## config.mk

```make
export PLATFORM = sky130hd
export DESIGN_NAME = cache_port_arbiter_flat
export DESIGN_NICKNAME = d
export VERILOG_FILES = /design/src/rtl/cache_port_arbiter_if.sv /design/src/rtl/cache_port_arbiter.sv /design/src/flat_wrapper.sv
export SDC_FILE = /design/constraint.sdc
export NUM_CORES = 1
export LEC_CHECK = 0
export CAP_MARGIN = 0
export CORE_AREA = 2 2 109 111
export DETAILED_ROUTE_END_ITERATION = 8
export DIE_AREA = 0 0 111 113
export PLACE_DENSITY_LB_ADDON = 0.05
export SYNTH_ARGS = -nofsm -noshare
export SYNTH_HDL_FRONTEND = slang
export SYNTH_SLANG_ARGS = --single-unit
```

## constraint.sdc

```tcl
create_clock -name clk -period 4.21 [get_ports clk]
set_input_delay 1.0525 -clock clk [delete_from_list [all_inputs] [get_ports clk]]
set_output_delay 1.0525 -clock clk [all_outputs]
set_load 0.01 [all_outputs]
```

## src/rtl/cache_port_arbiter_if.sv

```systemverilog
// ---------------------------------------------------------------------------
// cache_port_arbiter_if
// Bundle of every non-clock signal of cache_port_arbiter: two requester
// ports, the CPU-side command/response port of the cache, and status.
//
// Signals
//   reqN_valid/we/addr/wdata   requester -> arbiter (N = 0, 1)
//   reqN_rdata/done/err        arbiter -> requester
//   cache_read/write/addr/wdata arbiter -> cache
//   cache_rdata/ready          cache -> arbiter
//   busy, owner                arbiter status
//
// Modports
//   master : the arbiter's view (drives cache command and requester replies)
//   slave  : the environment's view (requesters plus cache)
// ---------------------------------------------------------------------------
interface cache_port_arbiter_if #(
    parameter int ADDR_W  = 32,
    parameter int DATA_W  = 32,
    parameter int RDATA_W = 8
);
    logic               req0_valid;
    logic               req0_we;
    logic [ADDR_W-1:0]  req0_addr;
    logic [DATA_W-1:0]  req0_wdata;
    logic [RDATA_W-1:0] req0_rdata;
    logic               req0_done;
    logic               req0_err;

    logic               req1_valid;
    logic               req1_we;
    logic [ADDR_W-1:0]  req1_addr;
    logic [DATA_W-1:0]  req1_wdata;
    logic [RDATA_W-1:0] req1_rdata;
    logic               req1_done;
    logic               req1_err;

    logic               cache_read;
    logic               cache_write;
    logic [ADDR_W-1:0]  cache_addr;
    logic [DATA_W-1:0]  cache_wdata;
    logic [RDATA_W-1:0] cache_rdata;
    logic               cache_ready;

    logic               busy;
    logic               owner;

    modport master (
        input  req0_valid, req0_we, req0_addr, req0_wdata,
        input  req1_valid, req1_we, req1_addr, req1_wdata,
        input  cache_rdata, cache_ready,
        output req0_rdata, req0_done, req0_err,
        output req1_rdata, req1_done, req1_err,
        output cache_read, cache_write, cache_addr, cache_wdata,
        output busy, owner
    );

    modport slave (
        output req0_valid, req0_we, req0_addr, req0_wdata,
        output req1_valid, req1_we, req1_addr, req1_wdata,
        output cache_rdata, cache_ready,
        input  req0_rdata, req0_done, req0_err,
        input  req1_rdata, req1_done, req1_err,
        input  cache_read, cache_write, cache_addr, cache_wdata,
        input  busy, owner
    );
endinterface

```

## src/rtl/cache_port_arbiter.sv

```systemverilog
// ---------------------------------------------------------------------------
// cache_port_arbiter
// Shares the single CPU-side port of the cache between two requesters with
// round-robin arbitration and one access in flight at a time. The granted
// request is driven into the cache and held until ready; read data and a
// one-cycle done pulse go back to the owning requester.
//
// Ports
//   clk  : clock, all state on rising edge
//   rst  : asynchronous active-high reset
//   bus  : cache_port_arbiter_if.master (requesters, cache port, busy/owner)
//
// Build option
//   CACHE_ARB_TIMEOUT_EN : when defined, a WAIT watchdog aborts an access
//   after TIMEOUT_CYCLES edges without ready and pulses reqN_err instead of
//   reqN_done. When undefined, WAIT lasts indefinitely and reqN_err is 0.
//
// Every output is a register cleared by reset. The FSM runs
// IDLE -> WAIT -> RELEASE -> IDLE; RELEASE keeps the command low for one
// cycle so a requester can retire its request before the next grant.
// ---------------------------------------------------------------------------
module cache_port_arbiter #(
    parameter int ADDR_W         = 32,
    parameter int DATA_W         = 32,
    parameter int RDATA_W        = 8,
    parameter int TIMEOUT_CYCLES = 64
) (
    input  logic                 clk,
    input  logic                 rst,
    cache_port_arbiter_if.master bus
);

    typedef enum logic [1:0] {
        S_IDLE    = 2'd0,
        S_WAIT    = 2'd1,
        S_RELEASE = 2'd2
    } state_t;

    state_t             state;
    logic               last_served;
    logic               owner_r;
    logic               busy_r;
    logic               read_r;
    logic               write_r;
    logic [ADDR_W-1:0]  addr_r;
    logic [DATA_W-1:0]  wdata_r;
    logic [RDATA_W-1:0] rdata0_r;
    logic [RDATA_W-1:0] rdata1_r;
    logic               done0_r;
    logic               done1_r;

    // Grant choice: a lone requester wins; on contention the port that was
    // not served last wins.
    logic               grant;
    logic               grant_we;
    logic [ADDR_W-1:0]  grant_addr;
    logic [DATA_W-1:0]  grant_wdata;

    always_comb begin
        grant = 1'b0;
        if (bus.req0_valid && bus.req1_valid) begin
            grant = ~last_served;
        end else if (bus.req1_valid) begin
            grant = 1'b1;
        end
        grant_we    = grant ? bus.req1_we    : bus.req0_we;
        grant_addr  = grant ? bus.req1_addr  : bus.req0_addr;
        grant_wdata = grant ? bus.req1_wdata : bus.req0_wdata;
    end

`ifdef CACHE_ARB_TIMEOUT_EN
    localparam int CNT_W = $clog2(TIMEOUT_CYCLES) + 1;

    logic [CNT_W-1:0] wait_cnt;
    logic             err0_r;
    logic             err1_r;
    logic             timeout_hit;

    // wait_cnt holds the number of WAIT edges already seen without ready, so
    // the edge that finds it at TIMEOUT_CYCLES-1 is the TIMEOUT_CYCLES-th.
    assign timeout_hit = (wait_cnt == CNT_W'(TIMEOUT_CYCLES - 1));
`else
    logic [31:0] unused_timeout_cfg;
    assign unused_timeout_cfg = 32'(TIMEOUT_CYCLES);
`endif

    always_ff @(posedge clk or posedge rst) begin
        if (rst) begin
            state       <= S_IDLE;
            last_served <= 1'b1;
            owner_r     <= 1'b0;
            busy_r      <= 1'b0;
            read_r      <= 1'b0;
            write_r     <= 1'b0;
            addr_r      <= '0;
            wdata_r     <= '0;
            rdata0_r    <= '0;
            rdata1_r    <= '0;
            done0_r     <= 1'b0;
            done1_r     <= 1'b0;
`ifdef CACHE_ARB_TIMEOUT_EN
            wait_cnt    <= '0;
            err0_r      <= 1'b0;
            err1_r      <= 1'b0;
`endif
        end else begin
            done0_r <= 1'b0;
            done1_r <= 1'b0;
`ifdef CACHE_ARB_TIMEOUT_EN
            err0_r  <= 1'b0;
            err1_r  <= 1'b0;
`endif
            case (state)
                S_IDLE: begin
                    if (bus.req0_valid || bus.req1_valid) begin
                        owner_r <= grant;
                        addr_r  <= grant_addr;
                        wdata_r <= grant_wdata;
                        write_r <= grant_we;
                        read_r  <= ~grant_we;
                        busy_r  <= 1'b1;
                        state   <= S_WAIT;
`ifdef CACHE_ARB_TIMEOUT_EN
                        wait_cnt <= '0;
`endif
                    end
                end

                S_WAIT: begin
                    if (bus.cache_ready) begin
                        // Writes leave the requester's read data untouched.
                        if (owner_r) begin
                            done1_r <= 1'b1;
                            if (read_r) rdata1_r <= bus.cache_rdata;
                        end else begin
                            done0_r <= 1'b1;
                            if (read_r) rdata0_r <= bus.cache_rdata;
                        end
                        read_r      <= 1'b0;
                        write_r     <= 1'b0;
                        last_served <= owner_r;
                        state       <= S_RELEASE;
                    end
`ifdef CACHE_ARB_TIMEOUT_EN
                    else if (timeout_hit) begin
                        if (owner_r) err1_r <= 1'b1;
                        else         err0_r <= 1'b1;
                        read_r      <= 1'b0;
                        write_r     <= 1'b0;
                        last_served <= owner_r;
                        state       <= S_RELEASE;
                    end else begin
                        wait_cnt <= wait_cnt + 1'b1;
                    end
`endif
                end

                S_RELEASE: begin
                    busy_r <= 1'b0;
                    state  <= S_IDLE;
                end

                default: begin
                    busy_r  <= 1'b0;
                    read_r  <= 1'b0;
                    write_r <= 1'b0;
                    state   <= S_IDLE;
                end
            endcase
        end
    end

    assign bus.cache_read  = read_r;
    assign bus.cache_write = write_r;
    assign bus.cache_addr  = addr_r;
    assign bus.cache_wdata = wdata_r;
    assign bus.req0_rdata  = rdata0_r;
    assign bus.req1_rdata  = rdata1_r;
    assign bus.req0_done   = done0_r;
    assign bus.req1_done   = done1_r;
    assign bus.busy        = busy_r;
    assign bus.owner       = owner_r;

`ifdef CACHE_ARB_TIMEOUT_EN
    assign bus.req0_err = err0_r;
    assign bus.req1_err = err1_r;
`else
    assign bus.req0_err = 1'b0;
    assign bus.req1_err = 1'b0;
`endif

endmodule
```

## src/flat_wrapper.sv

```systemverilog
// flat-port wrapper written by rule: the top's interface ports become plain ports
module cache_port_arbiter_flat 
#(
    parameter int ADDR_W         = 32,
    parameter int DATA_W         = 32,
    parameter int RDATA_W        = 8,
    parameter int TIMEOUT_CYCLES = 64
)
  (clk, rst, bus_req0_valid, bus_req0_we, bus_req0_addr, bus_req0_wdata, bus_req1_valid, bus_req1_we, bus_req1_addr, bus_req1_wdata, bus_cache_rdata, bus_cache_ready, bus_req0_rdata, bus_req0_done, bus_req0_err, bus_req1_rdata, bus_req1_done, bus_req1_err, bus_cache_read, bus_cache_write, bus_cache_addr, bus_cache_wdata, bus_busy, bus_owner);
  cache_port_arbiter_if #(.ADDR_W(ADDR_W), .DATA_W(DATA_W), .RDATA_W(RDATA_W)) bus_i ();
  input  logic clk;
  input  logic rst;
  input wire logic [$bits(bus_i.req0_valid)-1:0] bus_req0_valid;
  input wire logic [$bits(bus_i.req0_we)-1:0] bus_req0_we;
  input wire logic [$bits(bus_i.req0_addr)-1:0] bus_req0_addr;
  input wire logic [$bits(bus_i.req0_wdata)-1:0] bus_req0_wdata;
  input wire logic [$bits(bus_i.req1_valid)-1:0] bus_req1_valid;
  input wire logic [$bits(bus_i.req1_we)-1:0] bus_req1_we;
  input wire logic [$bits(bus_i.req1_addr)-1:0] bus_req1_addr;
  input wire logic [$bits(bus_i.req1_wdata)-1:0] bus_req1_wdata;
  input wire logic [$bits(bus_i.cache_rdata)-1:0] bus_cache_rdata;
  input wire logic [$bits(bus_i.cache_ready)-1:0] bus_cache_ready;
  output wire logic [$bits(bus_i.req0_rdata)-1:0] bus_req0_rdata;
  output wire logic [$bits(bus_i.req0_done)-1:0] bus_req0_done;
  output wire logic [$bits(bus_i.req0_err)-1:0] bus_req0_err;
  output wire logic [$bits(bus_i.req1_rdata)-1:0] bus_req1_rdata;
  output wire logic [$bits(bus_i.req1_done)-1:0] bus_req1_done;
  output wire logic [$bits(bus_i.req1_err)-1:0] bus_req1_err;
  output wire logic [$bits(bus_i.cache_read)-1:0] bus_cache_read;
  output wire logic [$bits(bus_i.cache_write)-1:0] bus_cache_write;
  output wire logic [$bits(bus_i.cache_addr)-1:0] bus_cache_addr;
  output wire logic [$bits(bus_i.cache_wdata)-1:0] bus_cache_wdata;
  output wire logic [$bits(bus_i.busy)-1:0] bus_busy;
  output wire logic [$bits(bus_i.owner)-1:0] bus_owner;
  assign bus_i.req0_valid = bus_req0_valid;
  assign bus_i.req0_we = bus_req0_we;
  assign bus_i.req0_addr = bus_req0_addr;
  assign bus_i.req0_wdata = bus_req0_wdata;
  assign bus_i.req1_valid = bus_req1_valid;
  assign bus_i.req1_we = bus_req1_we;
  assign bus_i.req1_addr = bus_req1_addr;
  assign bus_i.req1_wdata = bus_req1_wdata;
  assign bus_i.cache_rdata = bus_cache_rdata;
  assign bus_i.cache_ready = bus_cache_ready;
  assign bus_req0_rdata = bus_i.req0_rdata;
  assign bus_req0_done = bus_i.req0_done;
  assign bus_req0_err = bus_i.req0_err;
  assign bus_req1_rdata = bus_i.req1_rdata;
  assign bus_req1_done = bus_i.req1_done;
  assign bus_req1_err = bus_i.req1_err;
  assign bus_cache_read = bus_i.cache_read;
  assign bus_cache_write = bus_i.cache_write;
  assign bus_cache_addr = bus_i.cache_addr;
  assign bus_cache_wdata = bus_i.cache_wdata;
  assign bus_busy = bus_i.busy;
  assign bus_owner = bus_i.owner;
  cache_port_arbiter #(.ADDR_W(ADDR_W), .DATA_W(DATA_W), .RDATA_W(RDATA_W), .TIMEOUT_CYCLES(TIMEOUT_CYCLES)) u_core (.clk(clk), .rst(rst), .bus(bus_i));
endmodule
```

==> impl_metrics.csv, run 1 <==
group,metric,value,unit
status,status,"complete, no violations",
cells_and_area,layout-area-overhead-vs-synth,60.8,%
sta,post-route-period-util,0.670,
place,portBuffers,228,
clocking,worstSkewPairLatency,340,ps
floorplan,fp.dieH,113,um
critical_path,cpMaxStageDelayCell,"a21bo_4",
critical_path,critPathMaxFanout,41,
power,p_switching,1.38,mW
power,intPower,3.26,mW
floorplan,start_util,0.394,
power,pwr-share-seq,0.330,
floorplan,core-area,0.0113,sq mm
detailed_routing,viasPerCell,4.72,
logic_synthesis,synth_area_per_cell,16.2,sq um
cells_and_area,nFillCells,927,
clocking,cts_sinks,89,
critical_path,arrival,3040,ps
power,power_density,649,mW/mm^2
clocking,root_buffer,"clkbuf_16",
detailed_routing,drt_iter0_drc,60,
grt,grt_pass1_wl,17.4,mm
clocking,cts_hold_buf,0,
power,p_clk_frac,0.171,
sta,rsz0062_at_grt,"no",
detailed_routing,vias,3070,
flow_run,maxCapViolCount,0,
floorplan,die_w,111,um
critical_path,worst_ep_required_time,4430,ps
clocking,cts.htree.levels,3,
detailed_routing,drc,0,
cells_and_area,instances_no_fill,651,
critical_path,crit_type,"in2reg",
place,dpl.hpwl,8.22,mm
power,power_frac_comb,0.499,
cells_and_area,layout_commonest_cell,"clkdlybuf4s50_1",
detailed_routing,dr.pass1.iters,5,
critical_path,cp_top_family,"buffers and inverters",
detailed_routing,wl,10.9,mm
floorplan,row_count,39,
critical_path,crit_chain,"clkdlybuf4s50_1, a21bo_4, buf_12, mux2_2, mux2_2",
sta,finalHoldViolCount,0,
sta,tightestPinTransition,753,ps
power,ir_drop,0.269,mV
logic_synthesis,synth-seq-cells,89,
sta,relSlewSlack,0.497,
place,place.gp.congestion,0.738,
critical_path,max_stage_delay,540,ps
sta,final-max-slew-violation-count,0,
critical_path,path_buf_inv,2,
detailed_routing,antenna_left,0,
power,p_sw_frac,0.298,
grt,antenna_found_initial,0,
clocking,cts_buffers,9,
logic_synthesis,synth_cells,275,
sta,finalClockSkew,5.12,ps
clocking,cts_setup_buffers,0,
sta,fmax,354,MHz
clocking,cts_resized,0,
cells_and_area,layout_common_cells,"228 x clkdlybuf4s50_1, 88 x dfrtp_1, 80 x mux2_4",
critical_path,cp-start-kind,"input pin",
clocking,cts_tree,"yes",
critical_path,endpoint_kind,"flip-flop",
grt,gr-usage-all-layers,0.176,
grt,grt_max_degree,49,
place,dpl.cell_count,635,
logic_synthesis,ys_seq_area_frac,0.502,
clocking,cts.clk_slew.worst_paths,60,ps
power,p_leak,3.11,nW
logic_synthesis,syn_area,0.00444,sq mm
detailed_routing,routedWlPerCell,16.7,um
grt,overflow,0,
sta,min_period,2820,ps
critical_path,cp-startpoint,"bus_req1_valid",
critical_path,reg2reg_from,"u_core.last_served",
floorplan,die-area,0.0125,sq mm
min_path,min_from,"u_core.bus.req1_rdata[5]",
sta,tns,0,ps
sta,setup_violations,0,
logic_synthesis,ys_warn_count,0,
cells_and_area,drive_gt1_frac,0.335,
logic_synthesis,ys_types,24,
grt,grt_pass1_vias,3383,
cells_and_area,diodes,0,
critical_path,cpMostUsedCell,"mux2_2",
clocking,cts_buffer_depth,2,
min_path,hp-class,"reg2reg",
cells_and_area,fin_nets,646,
floorplan,ios,231,
## power groups by stage
stage                     Combinational, mW  Clock (mW)  Sequential, mW
final                                  2.31       0.794            1.53
after global routing                   2.46       0.861            1.59
after CTS                              2.36       0.816            1.54
after detailed placement               2.35           0            1.54
after global placement                 2.32           0            1.53
after floorplan                        1.02           0            1.72
## cell type report
class,count,area [sq um],share of cell area
Inverter,5,20.0,0.00280
Tap cell,143,179,0.0250
Clock inverter,7,71.3,0.00998
Clock buffer,9,225,0.0315
Sequential cell,89,2230,0.312
Multi-Input combinational cell,166,2080,0.292
Timing Repair Buffer,232,2340,0.327
## state kept, by name (all words and copies together) (netlist names), 2 cells and up
register                flops
u_core.bus.cache_wdata     32
u_core.bus.cache_addr      32
u_core.bus.req1_rdata       8
u_core.state                2
u_core.bus.req0_rdata       8
## cell families after synthesis
family | Yosys count | synth area share
compound gates | 8 | 0.0130
mux | 146 | 0.437
other cells | 1 | 0.000844
simple gates | 10 | 0.0149
buf+inv | 21 | 0.0327
flops | 89 | 0.502
## Yosys cell counts (all sizes together)
cell type | number | area share
mux2 | 144 | 0.43
dfrtp | 88 | 0.50
buf | 16 | 0.028
inv | 5 | 0.0042
nor2 | 3 | 0.0025
o21ai | 3 | 0.0034
mux2i | 2 | 0.0045
nor3 | 2 | 0.0048
a21bo | 1 | 0.0023
a21o | 1 | 0.0017
conb | 1 | 0.00084
dfstp | 1 | 0.0059
nand2 | 1 | 0.00084
nand2b | 1 | 0.0014
nand3 | 1 | 0.0023
nand3b | 1 | 0.0017
o2bb2ai | 1 | 0.0020
o31ai | 1 | 0.0017
o32ai | 1 | 0.0020
or3 | 1 | 0.0014
## per-layer routing
metal,share of wire,vias up,global-route usage,routed length (um)
met2,0.50,138,0.302,5390
met1,0.40,1475,0.198,4300
met4,0.016,0,0.0642,178
met3,0.093,15,0.0734,1020
li1,-,1442,-,-
met5,0,-,0,0
## per-stage QoR
step	worst slack [ps]	total power, mW	cell area, sq um	utilization	hold WS [ps]
2_1_floorplan	852	2.74	4450	-	494
3_3_place_gp	1070	3.85	6850	0.608	488
3_5_place_dp	1010	3.89	6850	0.608	491
4_1_cts	1370	4.71	7150	0.634	508
5_1_grt	1300	4.91	7150	0.634	516
6_report	1390	4.64	7150	0.634	505
## path summary, 6_finish.rpt
check | endpoint | slack [ps] | cells past startpoint
min | u_core.bus.req1_rdata[5] | 500 | 1
max | u_core.bus.cache_addr[1] | 1390 | 5
max reg2reg | u_core.bus.cache_addr[1] | 2060 | 4
max in group asynchronous | u_core.bus.cache_addr[1] | 2330 | 3
min reg2reg | u_core.bus.req1_rdata[5] | 500 | 1
min in group asynchronous | u_core.bus.cache_wdata[4] | 1160 | 2
No activity file was read; power rests on OpenSTA's default activity.
==> inputs of run 2 (changes only) <==
Settings changed: CORE_AREA 2 2 109 111 to 2 2 115 117, DIE_AREA 0 0 111 113 to 0 0 117 119.
Clock period 4.21 ns to 2.25 ns, I/O delays scaled along.
==> impl_metrics.csv, run 2 (synthesis gave the netlist of run 1 again) <==
group,metric,value,unit
sta,setup_violations,0,
flow_run,maxCapViolCount,0,
floorplan,start_util,0.345,
sta,fmax,508,MHz
critical_path,path_buf_inv,1,
detailed_routing,vias,3109,
sta,final-max-slew-violation-count,0,
floorplan,row_count,42,
critical_path,critPathMaxFanout,5,
place,portBuffers,228,
place,dpl_cell_area,0.00706,sq mm
grt,grt_pass1_vias,3296,
sta,finalHoldViolCount,0,
floorplan,die_w,117,um
cells_and_area,layout_common_cells,"228 x clkdlybuf4s50_1, 88 x dfrtp_1, 80 x mux2_4",
power,power_density,1220,mW/mm^2
detailed_routing,dr.pass1.iters,4,
cells_and_area,layout-area-overhead-vs-synth,66.3,%
cells_and_area,final_cell_area,0.00739,sq mm
place,place.gp.congestion,0.729,
critical_path,worst_ep_required_time,1690,ps
critical_path,crit_type,"reg2out",
sta,post-route-period-util,0.876,
critical_path,cpMaxStageDelayCell,"clkdlybuf4s50_1",
sta,finalHoldWorstSlack,502,ps
critical_path,cp_top_family,"buffers and inverters",
detailed_routing,antenna_left,0,
clocking,cts_resized,0,
clocking,cts_hold_buf,0,
power,ir_drop,0.497,mV
power,power.total,8.99,mW
grt,grt_pass1_wl,16.5,mm
critical_path,endpoint_kind,"primary output",
cells_and_area,layout_commonest_cell,"clkdlybuf4s50_1",
cells_and_area,diodes,0,
detailed_routing,drc,0,
sta,min_period,1970,ps
critical_path,cp-start-kind,"flip-flop",
critical_path,crit_chain,"clkdlybuf4s50_1",
place,dpl.hpwl,8.18,mm
grt,grt_max_degree,43,
min_path,hp-class,"reg2reg",
floorplan,fp.dieH,119,um
clocking,worstSkewPairLatency,330,ps
floorplan,core-area,0.0129,sq mm
clocking,cts_buffer_depth,2,
cells_and_area,instances_no_fill,696,
power,p_leak,3.21,nW
clocking,cts_tree,"yes",
grt,overflow,0,
clocking,cts_sinks,89,
status,status,"complete, no violations",
sta,finalClockSkew,3.94,ps
sta,rsz0062_at_grt,"no",
cells_and_area,drive_gt1_frac,0.350,
clocking,cts_setup_buffers,0,
critical_path,arrival,1410,ps
detailed_routing,routedWlPerCell,15.6,um
clocking,cts_buffers,9,
detailed_routing,drt_iter0_drc,91,
critical_path,max_stage_delay,610,ps
grt,gr-usage-all-layers,0.156,
cells_and_area,fin_nets,658,
floorplan,ios,231,
detailed_routing,wl,10.9,mm
detailed_routing,viasPerCell,4.47,
clocking,root_buffer,"clkbuf_16",
floorplan,die-area,0.0139,sq mm
place,dpl.cell_count,680,
clocking,cts.htree.levels,3,
clocking,cts.clk_slew.worst_paths,60,ps
grt,antenna_found_initial,0,
==> run 2: worst paths after layout <==
path | start | to | slack [ps] | cells past startpoint
min | u_core.bus.req1_rdata[7] | u_core.bus.req1_rdata[7] | 500 | 1
min in group asynchronous | rst | u_core.bus.cache_wdata[7] | 600 | 2
min reg2reg | u_core.bus.req1_rdata[7] | u_core.bus.req1_rdata[7] | 500 | 1
max reg2reg | u_core.last_served | u_core.bus.cache_addr[4] | 570 | 4
max | u_core.bus.owner | bus_owner | 280 | 1
max in group asynchronous | rst | u_core.last_served | 1050 | 3
==> run 2: per-layer routing <==
layer,part of all wire,global-route usage
met1,0.39,0.184
met2,0.50,0.255
met3,0.097,0.0595
met4,0.014,0.0596
met5,0,0
==> run 2: where the power goes <==
part           leakage, nW  switching (mW)  internal (mW)
Sequential            1.05           0.451           2.41
Combinational         2.00            1.52           2.97
Clock                0.162           0.606           1.03
==> run 2: layout make-up <==
| cell class | count | area, sq um |
|---|---|---|
| clock buffer | 11 | 253 |
| tap | 176 | 220 |
| sequential | 89 | 2230 |
| clock inverter | 5 | 77.6 |
| timing repair buffer | 244 | 2500 |
| inverter | 5 | 22.5 |
| multi-input combinational | 166 | 2080 |
| fill | 1097 | 5490 |
==> run 2: per-stage QoR <==
stage                     TNS (ps)  setup WS, ps   util
after floorplan                  0           524      -
final                            0           280  0.574
after detailed placement      -187         -31.8  0.548
after global placement           0          1.60  0.548
after CTS                        0           246  0.574
after global routing             0           206  0.574
